[src/rtl/t03_scanline_scheduler_if.sv]
// Display fetch port plus the CPU's share of the same memory port.
// The master side is the scanline scheduler; the slave side is memory/CPU.
interface t03_scanline_scheduler_if;
    logic        mem_req;
    logic [10:0] mem_addr;
    logic        mem_ack;
    logic        cpu_req;
    logic        cpu_gnt;

    modport master (
        output mem_req, mem_addr, cpu_gnt,
        input  mem_ack, cpu_req
    );

    modport slave (
        input  mem_req, mem_addr, cpu_gnt,
        output mem_ack, cpu_req
    );
endinterface

[src/rtl/t03_scanline_scheduler.sv]
// Scanline scheduler: vertical line counter, sync/active strobes, and a
// per-line prefetch of FETCH_WORDS memory words for the upcoming line.
// The CPU gets the memory port only while no fetch is running or starting.
// Optional build macro T03_FETCH_TIMEOUT_EN: a fetch still running when the
// line ends is abandoned and the sticky underrun flag is raised. Without it
// the fetch runs to completion across the line boundary and underrun is 0.
module t03_scanline_scheduler #(
    parameter logic [10:0] H_ACTIVE    = 11'd160,
    parameter logic [10:0] HS_START    = 11'd176,
    parameter logic [10:0] HS_END      = 11'd191,
    parameter logic [9:0]  V_ACTIVE    = 10'd240,
    parameter logic [9:0]  V_MAX       = 10'd262,
    parameter logic [9:0]  VS_LINE     = 10'd250,
    parameter int          FETCH_WORDS = 8
) (
    input  logic        clk,
    input  logic        rst,
    input  logic        h_tc,
    input  logic [10:0] Hcnt,
    output logic [9:0]  Vcnt,
    output logic        hsync,
    output logic        vsync,
    output logic        active,
    output logic        frame_tc,
    output logic        underrun,
    t03_scanline_scheduler_if.master bus
);

    localparam int WORD_W = (FETCH_WORDS > 1) ? $clog2(FETCH_WORDS) : 1;
    localparam logic [WORD_W-1:0] LAST_WORD = WORD_W'(FETCH_WORDS - 1);

    typedef enum logic [1:0] {IDLE, REQ, DONE} state_t;

    state_t            state;
    logic [WORD_W-1:0] word;
    logic [9:0]        line_q;
    logic [9:0]        next_line;
    logic              start;

    // Address of a word within a line's fetch block, wrapped to the 11-bit bus.
    function automatic logic [10:0] addr_of(input logic [9:0] line,
                                            input logic [WORD_W-1:0] w);
        return 11'(line) * 11'(FETCH_WORDS) + 11'(w);
    endfunction

    assign next_line = (Vcnt == V_MAX) ? 10'd0 : Vcnt + 10'd1;
    // Prefetch for the next line begins as horizontal blanking starts.
    assign start     = (state == IDLE) && (Hcnt == H_ACTIVE) && (next_line < V_ACTIVE);

    assign hsync  = (Hcnt >= HS_START) && (Hcnt <= HS_END);
    assign vsync  = (Vcnt == VS_LINE);
    assign active = (Hcnt < H_ACTIVE) && (Vcnt < V_ACTIVE);

    // A starting fetch takes the port even if the CPU is asking that cycle.
    assign bus.cpu_gnt = bus.cpu_req && (state == IDLE) && !start;

    // Line counter and the one-cycle frame-complete pulse on wrap.
    always_ff @(posedge clk or posedge rst) begin
        if (rst) begin
            Vcnt     <= 10'd0;
            frame_tc <= 1'b0;
        end else begin
            frame_tc <= h_tc && (Vcnt == V_MAX);
            if (h_tc)
                Vcnt <= next_line;
        end
    end

`ifdef T03_FETCH_TIMEOUT_EN
    logic underrun_q;
    assign underrun = underrun_q;
`else
    assign underrun = 1'b0;
`endif

    // Fetch FSM; mem_req/mem_addr are registered and only move on ack.
    always_ff @(posedge clk or posedge rst) begin
        if (rst) begin
            state        <= IDLE;
            word         <= '0;
            line_q       <= 10'd0;
            bus.mem_req  <= 1'b0;
            bus.mem_addr <= 11'd0;
`ifdef T03_FETCH_TIMEOUT_EN
            underrun_q   <= 1'b0;
`endif
        end else begin
`ifdef T03_FETCH_TIMEOUT_EN
            // Line ended before the fetch retired: abandon it and flag it.
            if (h_tc && (state != IDLE)) begin
                state       <= IDLE;
                bus.mem_req <= 1'b0;
                underrun_q  <= 1'b1;
            end else begin
`else
            begin
`endif
                case (state)
                    IDLE: begin
                        if (start) begin
                            state        <= REQ;
                            word         <= '0;
                            line_q       <= next_line;
                            bus.mem_req  <= 1'b1;
                            bus.mem_addr <= addr_of(next_line, '0);
                        end
                    end
                    REQ: begin
                        if (bus.mem_ack) begin
                            if (word == LAST_WORD) begin
                                state       <= DONE;
                                bus.mem_req <= 1'b0;
                            end else begin
                                word         <= word + WORD_W'(1);
                                bus.mem_addr <= addr_of(line_q, word + WORD_W'(1));
                            end
                        end
                    end
                    DONE: state <= IDLE;
                    default: begin
                        state       <= IDLE;
                        bus.mem_req <= 1'b0;
                    end
                endcase
            end
        end
    end

endmodule

[src/flat_wrapper.sv]
// flat-port wrapper written by rule: the top's interface ports become plain ports
module t03_scanline_scheduler_flat 
#(
    parameter logic [10:0] H_ACTIVE    = 11'd160,
    parameter logic [10:0] HS_START    = 11'd176,
    parameter logic [10:0] HS_END      = 11'd191,
    parameter logic [9:0]  V_ACTIVE    = 10'd240,
    parameter logic [9:0]  V_MAX       = 10'd262,
    parameter logic [9:0]  VS_LINE     = 10'd250,
    parameter int          FETCH_WORDS = 8
)
  (clk, rst, h_tc, Hcnt, Vcnt, hsync, vsync, active, frame_tc, underrun, bus_mem_req, bus_mem_addr, bus_cpu_gnt, bus_mem_ack, bus_cpu_req);
  t03_scanline_scheduler_if bus_i ();
  input  logic clk;
  input  logic rst;
  input  logic h_tc;
  input  logic [10:0] Hcnt;
  output logic [9:0] Vcnt;
  output logic hsync;
  output logic vsync;
  output logic active;
  output logic frame_tc;
  output logic underrun;
  output wire logic [$bits(bus_i.mem_req)-1:0] bus_mem_req;
  output wire logic [$bits(bus_i.mem_addr)-1:0] bus_mem_addr;
  output wire logic [$bits(bus_i.cpu_gnt)-1:0] bus_cpu_gnt;
  input wire logic [$bits(bus_i.mem_ack)-1:0] bus_mem_ack;
  input wire logic [$bits(bus_i.cpu_req)-1:0] bus_cpu_req;
  assign bus_mem_req = bus_i.mem_req;
  assign bus_mem_addr = bus_i.mem_addr;
  assign bus_cpu_gnt = bus_i.cpu_gnt;
  assign bus_i.mem_ack = bus_mem_ack;
  assign bus_i.cpu_req = bus_cpu_req;
  t03_scanline_scheduler #(.H_ACTIVE(H_ACTIVE), .HS_START(HS_START), .HS_END(HS_END), .V_ACTIVE(V_ACTIVE), .V_MAX(V_MAX), .VS_LINE(VS_LINE), .FETCH_WORDS(FETCH_WORDS)) u_core (.clk(clk), .rst(rst), .h_tc(h_tc), .Hcnt(Hcnt), .Vcnt(Vcnt), .hsync(hsync), .vsync(vsync), .active(active), .frame_tc(frame_tc), .underrun(underrun), .bus(bus_i));
endmodule
[config.mk]
export PLATFORM = sky130hd
export DESIGN_NAME = t03_scanline_scheduler_flat
export DESIGN_NICKNAME = d
export VERILOG_FILES = /design/src/rtl/t03_scanline_scheduler_if.sv /design/src/rtl/t03_scanline_scheduler.sv /design/src/flat_wrapper.sv
export SDC_FILE = /design/constraint.sdc
export NUM_CORES = 1
export LEC_CHECK = 0
export ABC_AREA = 0
export ABC_CLOCK_PERIOD_IN_PS = 2700
export CAP_MARGIN = 25
export CORE_ASPECT_RATIO = 1.5
export CORE_MARGIN = 10
export CORE_UTILIZATION = 49
export DETAILED_ROUTE_END_ITERATION = 12
export GPL_ROUTABILITY_DRIVEN = 0
export PLACE_DENSITY = 0.79
export SYNTH_ARGS = -nofsm -noshare
export SYNTH_HDL_FRONTEND = slang
export SYNTH_SLANG_ARGS = --single-unit
[constraint.sdc]
create_clock -name clk -period 2.7 [get_ports clk]
set_input_delay 0.27 -clock clk [delete_from_list [all_inputs] [get_ports clk]]
set_output_delay 0.27 -clock clk [all_outputs]
set_load 0.02 [all_outputs]
==> results of run 1 <==
## layout by cell type, fill, tap and decap left out, drive strengths merged, types with 4 or more instances in the layout
cell	netlist	layout
a21oi	4	4
buf	10	11
clkbuf	2	7
clkdlybuf4s50	0	41
dfrtp	33	33
ha	4	4
inv	4	4
mux2	14	14
nand2	27	27
nand3	6	6
nand4	6	6
nor2	11	11
o21ai	11	11
xnor2	6	6
xor2	6	6
## critical path: cells and delay by family, from the launching register on
family | cells | cell delay, ns
AOI/OAI and AO/OA | 1 | 0.22
adders and majority gates | 1 | 0.18
buffers and inverters | 1 | 0.37
DFF | 1 | 0.36
and+or+nand+nor | 4 | 0.86
## layer usage
| layer | wire length, um | share of wire, % | vias up | GRT usage, % |
|---|---|---|---|---|
| met4 | 47 | 1.2 | 0 | 4.46 |
| met3 | 300 | 7.4 | 5 | 5.35 |
| met1 | 1650 | 41 | 688 | 13.5 |
| met5 | 0 | 0 | - | 0 |
| li1 | - | - | 695 | - |
| met2 | 2080 | 51 | 38 | 22.4 |
## kinds of logic (layout without fill, tap and decap cells)
| group | after synthesis | after routing |
|---|---|---|
| flops | 33 | 33 |
| simple gates | 74 | 74 |
| fa+ha+maj | 4 | 4 |
| buf+inv | 16 | 65 |
| xor+xnor | 12 | 12 |
| other cells | 1 | 1 |
| mux | 17 | 17 |
| compound gates | 18 | 18 |
## state kept, by name, indices dropped and copies added (netlist names)
signal and flops:
u_core.Vcnt 10, u_core.bus.mem_addr 9, u_core.bus.mem_req 1, u_core.frame_tc 1
u_core.line_q 8, u_core.state 2, u_core.word 2
## path summary, 6_finish.rpt
kind,from,endpoint,slack [ns]
min,rst,u_core.bus.mem_addr[3],0.38
min reg2reg,u_core.line_q[1],u_core.line_q[1],0.47
max reg2reg,u_core.Vcnt[0],u_core.bus.mem_addr[10],0.26
max,u_core.Vcnt[0],bus_cpu_gnt,0.16
min in group clk,u_core.line_q[1],u_core.line_q[1],0.47
max in group asynchronous,rst,u_core.Vcnt[2],2.01
## report_power, final
| group | internal [mW] | total (mW) | switching, mW |
|---|---|---|---|
| sequential | 0.574 | 0.660 | 0.0858 |
| clock | 0.301 | 0.474 | 0.174 |
| combinational | 0.334 | 0.657 | 0.324 |
| total | 1.21 | 1.79 | 0.583 |
## metrics by stage
step           instance area, um2  worst slack, ns
3_3_place_gp                 2300            0.238
4_1_cts                      2410            0.126
6_report                     2410            0.162
3_5_place_dp                 2300            0.143
5_1_grt                      2410           0.0227
2_1_floorplan                1840            0.265
## layout make-up
cell class,count,share of cell area [%]
repair buffers,53,20.8
flip-flops and latches,33,34.2
clock inverters,1,1.24
clock buffers,7,3.58
inverters,4,0.622
well taps,43,2.23
multi-input cells,126,37.3
## what timing repair did
item,4_1_cts,5_1_grt
setup endpoints to repair,1,1
endpoints found under the hold margin,0,0
gates resized for setup,1,1
hold buffers,0,0
==> results list, run 1 <==
- The total overflow left after global routing is 0.
* Total clock buffers created by CTS: 5
* Crit end category: output pin
- After the first detailed-routing iteration, the DRC count stood at 50.
* Async SR Flop Fraction: 100%
* Slowest library cell on the worst path: or4_1
- In the synthesized netlist, the cells that appear most often are 33 x dfrtp_1, 27 x nand2_1, 10 x nor2_1.
- Required time of the critical path: 2.43 ns
* Dominant cell type by area after synthesis: dfrtp_1
* Final setup violation count: 0
- The worst pin sits at a relative slew slack of 57.6%.
* CP Class: reg -> out
* Path category of the worst min-delay check: in -> async
* Layout net count: 243
- The initial utilization of the core area, before any placement, comes to 50.2%.
- Measured along the x axis, the die boundary spans 69.9 um.
- After layout, the worst path uses 94.0% of the clock period.
- The synthesized design devotes to its leading area cell type 45.1% of total area.
- Max H-tree Level: 2
- Clock tree from TritonCTS: done
- STA classifies the critical path startpoint as a flop.
- Sequential fraction of the synthesis area: 45.1%
- Along the worst path, the maximum fanout reaches 3.
- Total global routing track utilization: 12.8%
- Derived from the worst setup path, the maximum achievable clock frequency is 394 MHz.
- Biggest cell delay along the critical path: 0.43 ns
* Worst Reg2Reg Path Length in Cells: 7
* Top cells by area, synth: dfrtp_1 45%, mux2_4 6.6%, nand2_1 5.5%, mux2_2 3.7%, buf_6 3.1%
* Synthesized-area fraction occupied by and/or/nand/nor cells: 22.3%
- Num Clock Sinks: 33
* Post-layout utilization of the core: 66.2%
- After clock tree synthesis, the clock-pin slew on the worst setup and hold paths is 0.07 ns.
- Buffers inserted during post-CTS setup optimization: 0
- Counting along the longest clock path gives a buffer depth of 2.
- The number of nets handed over by synthesis was 195.
- Root Buffer: clkbuf_8
- Maximum resistive drop on vdd: 498 uV
- Wires add up to 4080 um.
- Area of the mapped netlist: 1830 um2
* Fin crit period: 2.54 ns
- After detailed routing, the average wire length per cell comes to 15.3 um.
- Ys flop type: dfrtp_1
- Area occupied by multi-input gates: 901 um2
- Entering global routing, the biggest net connects 34 pins.
* Yosys synthesis warning count: 0
* Latest clock arrival within the worst-skew pair: 0.28 ns
- RSZ-0062 raised after global routing: false
- Multiplexer cells account for 11.9% of the synthesized area.
* Average vias per placed instance: 5.34
- Row generation in the floorplan step produced 27 rows.
- The core region is 3650 um2.
* Worst hold margin: 0.376 ns
* Largest family of logic cells by synthesized area: simple AND/OR/NAND/NOR gates
- Synth Area in Compound Gates: 5.94%
- The pre-antenna-repair detailed-routing pass consisted of 3 iterations.
- Final Hold Viols: 0
- The die covers 6630 um2.
* Final Max Slew Viols: 0
* Count of input and output buffers: 42
* Total design power: 1.79 mW
* Placed cells: 259
- dfrtp_1 is the most common cell in the netlist.
- Half-perimeter wire length of the detailed placement result: 3190 um
* Post-synthesis cell type count: 41
- Filler cell count in the final layout: 307
* Remaining antenna violation count after routing: 0
- Data arrives at the worst endpoint at 2.27 ns.
* Vias in the first global route: 1,482
- Crit-path cells: ha_1, nand3_1, or4_1, a21oi_2, nor4_4, nor4b_2, dlygate4sd2_1
- In the final timing run, aggregate negative setup slack is 0 ns.
- Power spread over the standard cell area amounts to 742 nW/um2.
- The cell count after synthesis came out at 175.
- The repair_antennas step left the layout with diodes totalling 0.
- The sequential cells in the finished layout cover a total of 827 um2.
* # DRC: 0
- Static leakage: 1.12 nW
- Synth Area in Adders: 2.73%
- Register bit count reported by yosys: 33
- The first global-routing pass estimated 7010 um of wire.
- Top Ports: 44
* Pin slew with the least headroom to its limit: 0.635 ns
- Number of flops mapped to enable cells by yosys: 0
- Fraction of final layout cells with drive strength greater than 1: 19.2%
- The tool flagged a number of max-cap violations equal to 0.
- After Yosys synthesis, XOR and XNOR cells account for 5.74% of the synthesized area.
* Post-synthesis average cell area: 10.5 um2
* Vertical extent of the die: 94.9 um
* Area growth from synthesis to layout: 31.8%
* Post-route clock skew: 0.00578 ns
- The flow ran to the end, and the final reports show no timing, DRC or antenna violations.
- Once layout is complete, the cells apart from fillers number 267.
* Vias: 1,426
- The number of antenna violations at the first check in global routing is 0.
No activity file was read; power rests on OpenSTA's default activity.
==> inputs of run 2 (changes only) <==
==> constraint.sdc (replaced) <==
create_clock -name clk -period 2.7 [get_ports clk]
set_input_delay 0.54 -clock clk [delete_from_list [all_inputs] [get_ports clk]]
set_output_delay 0.54 -clock clk [all_outputs]
set_load 0.02 [all_outputs]
==> results list, run 2 (same netlist as run 1, synthesis figures left out) <==
- The clock input transition at the sequential cells of the worst setup and hold paths is 0.07 ns (about the same).
- Traced cell by cell, the critical path runs through clkdlybuf4s50_1, nor3_2, and4b_2, nand3_4, nor4_4, nor4b_4, buf_4.
- Filler cell count in the final layout: 277 (-9.8%)
- Worst hold margin: 0.481 ns (+0.106 ns)
- The worst-case reg-to-reg path depth came to 9 (+2).
- The cell family contributing the most delay on the critical path is simple AND/OR/NAND/NOR gates.
- CP Class: in -> out
* Final Max Slew Viols: 0 (unchanged)
- Count of input and output buffers: 42 (unchanged)
- The startpoint identified for the worst register-to-register timing path is u_core.Vcnt[1].
* Max H-tree Level: 2 (unchanged)
* Power density cells: 706 nW/um2 (-4.8%)
- WL per Instance: 15.9 um (+4.4%)
- Post-route clock skew: 0.00485 ns (-0.000930 ns)
- The insertion delay of the later-clocked pin in the worst-skew pair is 0.29 ns (about the same).
- Layout net count: 255 (+4.9%)
- Iter 0 DRT Violations: 59 (+18%)
- The tightest slew margin relative to the limit came to 57.5% (-0.13 points).
- The maximum root-to-sink buffer count came to 2 (unchanged).
- Fraction of final layout cells with drive strength greater than 1: 26.7% (+7.5 points)
- Worst-path fanout max: 2 (-1)
- Commonest cells after routing, fill and taps aside: 38 x clkdlybuf4s50_1, 33 x dfrtp_1, 27 x nand2_1
- The largest registers in the layout are u_core.Vcnt (10), u_core.bus.mem_addr (9), u_core.line_q (8).
* Most common cell after layout, fill and taps aside: clkdlybuf4s50_1
- Static leakage: 1.21 nW (+8.0%)
- Initial antenna violation count: 0 (unchanged)
* Crit path depth: 7 (unchanged)
- The pre-CTS setup slack was -0.324 ns (-0.467 ns).
- The cell total after placement was 268 (+3.5%).
- Area growth from synthesis to layout: 39.1%
- Root Buffer: clkbuf_8
* Maximum resistive drop on vdd: 594 uV (+19%)
- Biggest cell delay along the critical path: 0.43 ns (about the same)
* Initial Util: 50.2% (unchanged)
* Clock tree from TritonCTS: done
- The arrival time of the worst setup path is 2.10 ns (-0.17 ns).
- The maximum number of pins on one net before global-route repair is 34 (unchanged).
- The count of nets left with antenna violations after detail routing is 0 (unchanged).
- The ratio of final minimum period to clock period is 97.7% (+3.7 points).
- Total cell area at the placement stage: 2370 um2 (+3.3%)
- Total design power: 1.80 mW (+0.48%)
* Diode count: 0 (unchanged)
- Number of flip-flops in the largest register: 10 (unchanged)
- The post-detailed-route via-to-cell ratio came to 5.44 (+1.9%).
- Min-delay src: u_core.line_q[3]
- The first-pass iteration count of the detailed router came to 4 (+1).
- STA classifies the critical path startpoint as an input pin.
- The residual overflow from global routing was 0 (unchanged).
* Reg area: 826 um2 (-0.15%)
- Half-perimeter wire length of the detailed placement result: 3420 um (+7.2%)
* Minimum setup slack in the final design: 0.0615 ns (-0.101 ns)
* Origin of the worst setup path: Hcnt[8]
- Vias: 1,519 (+6.5%)
- The count of unresolved DRC violations after routing came to 0 (unchanged).
- Achievable frequency: 379 MHz (-3.8%)
* Fin crit period: 2.64 ns (+0.101 ns)
- Worst hold path stage count: 2
- The hold violation total from the final report was 0 (unchanged).
- Placement Rows: 27 (unchanged)
* Num Clock Sinks: 33 (unchanged)
- The area taken by multi-input logic gates is 958 um2 (+6.4%).
* Width of the chip: 69.9 um (unchanged)
* CTS hold repair buffers: 0 (unchanged)
- The max-capacitance violation count is 0 (unchanged).
- Setup repair after global routing could not meet its margin everywhere.
- Vias in the first global route: 1,647 (+11%)
- Floorplan die area: 6630 um2 (unchanged)
* Top Ports: 44 (unchanged)
- Count of non-filler cells in the finished layout: 279 (+4.5%)
* Register bank with the most flops: u_core.Vcnt
- Slowest library cell on the worst path: clkdlybuf4s50_1
- Total clock buffers created by CTS: 5 (unchanged)
- Required time of the critical path: 2.16 ns (-0.27 ns)
- The design area is 2550 um2 (+5.5%).
- The aggregate global-route resource usage came to 13.9% (+1.1 points).
* Sum of routed wire length over all layers: 4450 um (+9.1%)
- Global-route wire length before repair: 7610 um (+8.6%)
- Crit end category: output pin
- The final setup violation count was 0 (unchanged).
* Vertical extent of the die: 94.9 um (unchanged)
* Result of the run: finished, final reports clean
- The tightest min-delay check is of the reg -> reg type.
* Pin slew with the least headroom to its limit: 0.636 ns (+0.00121 ns)
* Total buffers and inverters traversed by the critical path: 2 (+1)
* Area inside the core boundary: 3650 um2 (unchanged)
[run 2: layout make-up]
| type | instances | share of cell area (%) |
|---|---|---|
| multi-input cells | 126 | 37.6 |
| repair buffers | 65 | 23.3 |
| clock inverters | 1 | 0.196 |
| flip-flops and latches | 33 | 32.4 |
| inverters | 4 | 0.589 |
| clock buffers | 7 | 3.78 |
| well taps | 43 | 2.11 |
[run 2: worst paths after layout]
path | slack (ns) | endpoint
max in group asynchronous | 1.75 | u_core.Vcnt[1]
min in group asynchronous | 0.63 | u_core.Vcnt[7]
worst max-delay path | 0.06 | bus_cpu_gnt
worst min register to register | 0.48 | u_core.line_q[3]
worst min-delay path | 0.48 | u_core.line_q[3]
worst max register to register | 0.21 | u_core.bus.mem_addr[10]
[run 2: where the power goes]
| group | internal [mW] | switching [mW] | total, mW |
|---|---|---|---|
| clock | 0.230 | 0.183 | 0.414 |
| combinational | 0.377 | 0.378 | 0.756 |
| sequential | 0.573 | 0.0578 | 0.630 |
[run 2: through the flow]
step	util (%)	setup TNS, ns
floorplan	-	0
global placement	65.1	-0.229
detailed placement	65.1	-0.403
CTS	67.9	0
global route	69.9	-0.0220
finish	69.9	0
[run 2: metal layers]
metal	GRT usage, %	up-vias	part of all wire (%)
met5	0	-	0
met4	6.27	0	1.6
met3	5.56	8	7.1
met2	25.5	44	52
met1	13.4	743	39
li1	-	724	-
[run 2: repair_timing]
item	CTS	global route
endpoints found under the setup margin	2	7
pin swaps	1	6
gates resized for setup	6	12
setup buffers	0	3
[run 2: worst register-to-register path: cells and delay by family (launching register included)]
| family | cells | cell delay [ns] |
|---|---|---|
| buf+inv | 2 | 0.30 |
| fa+ha+maj | 1 | 0.20 |
| flops | 1 | 0.36 |
| mux | 1 | 0.38 |
| simple gates | 4 | 0.94 |
| compound gates | 1 | 0.21 |
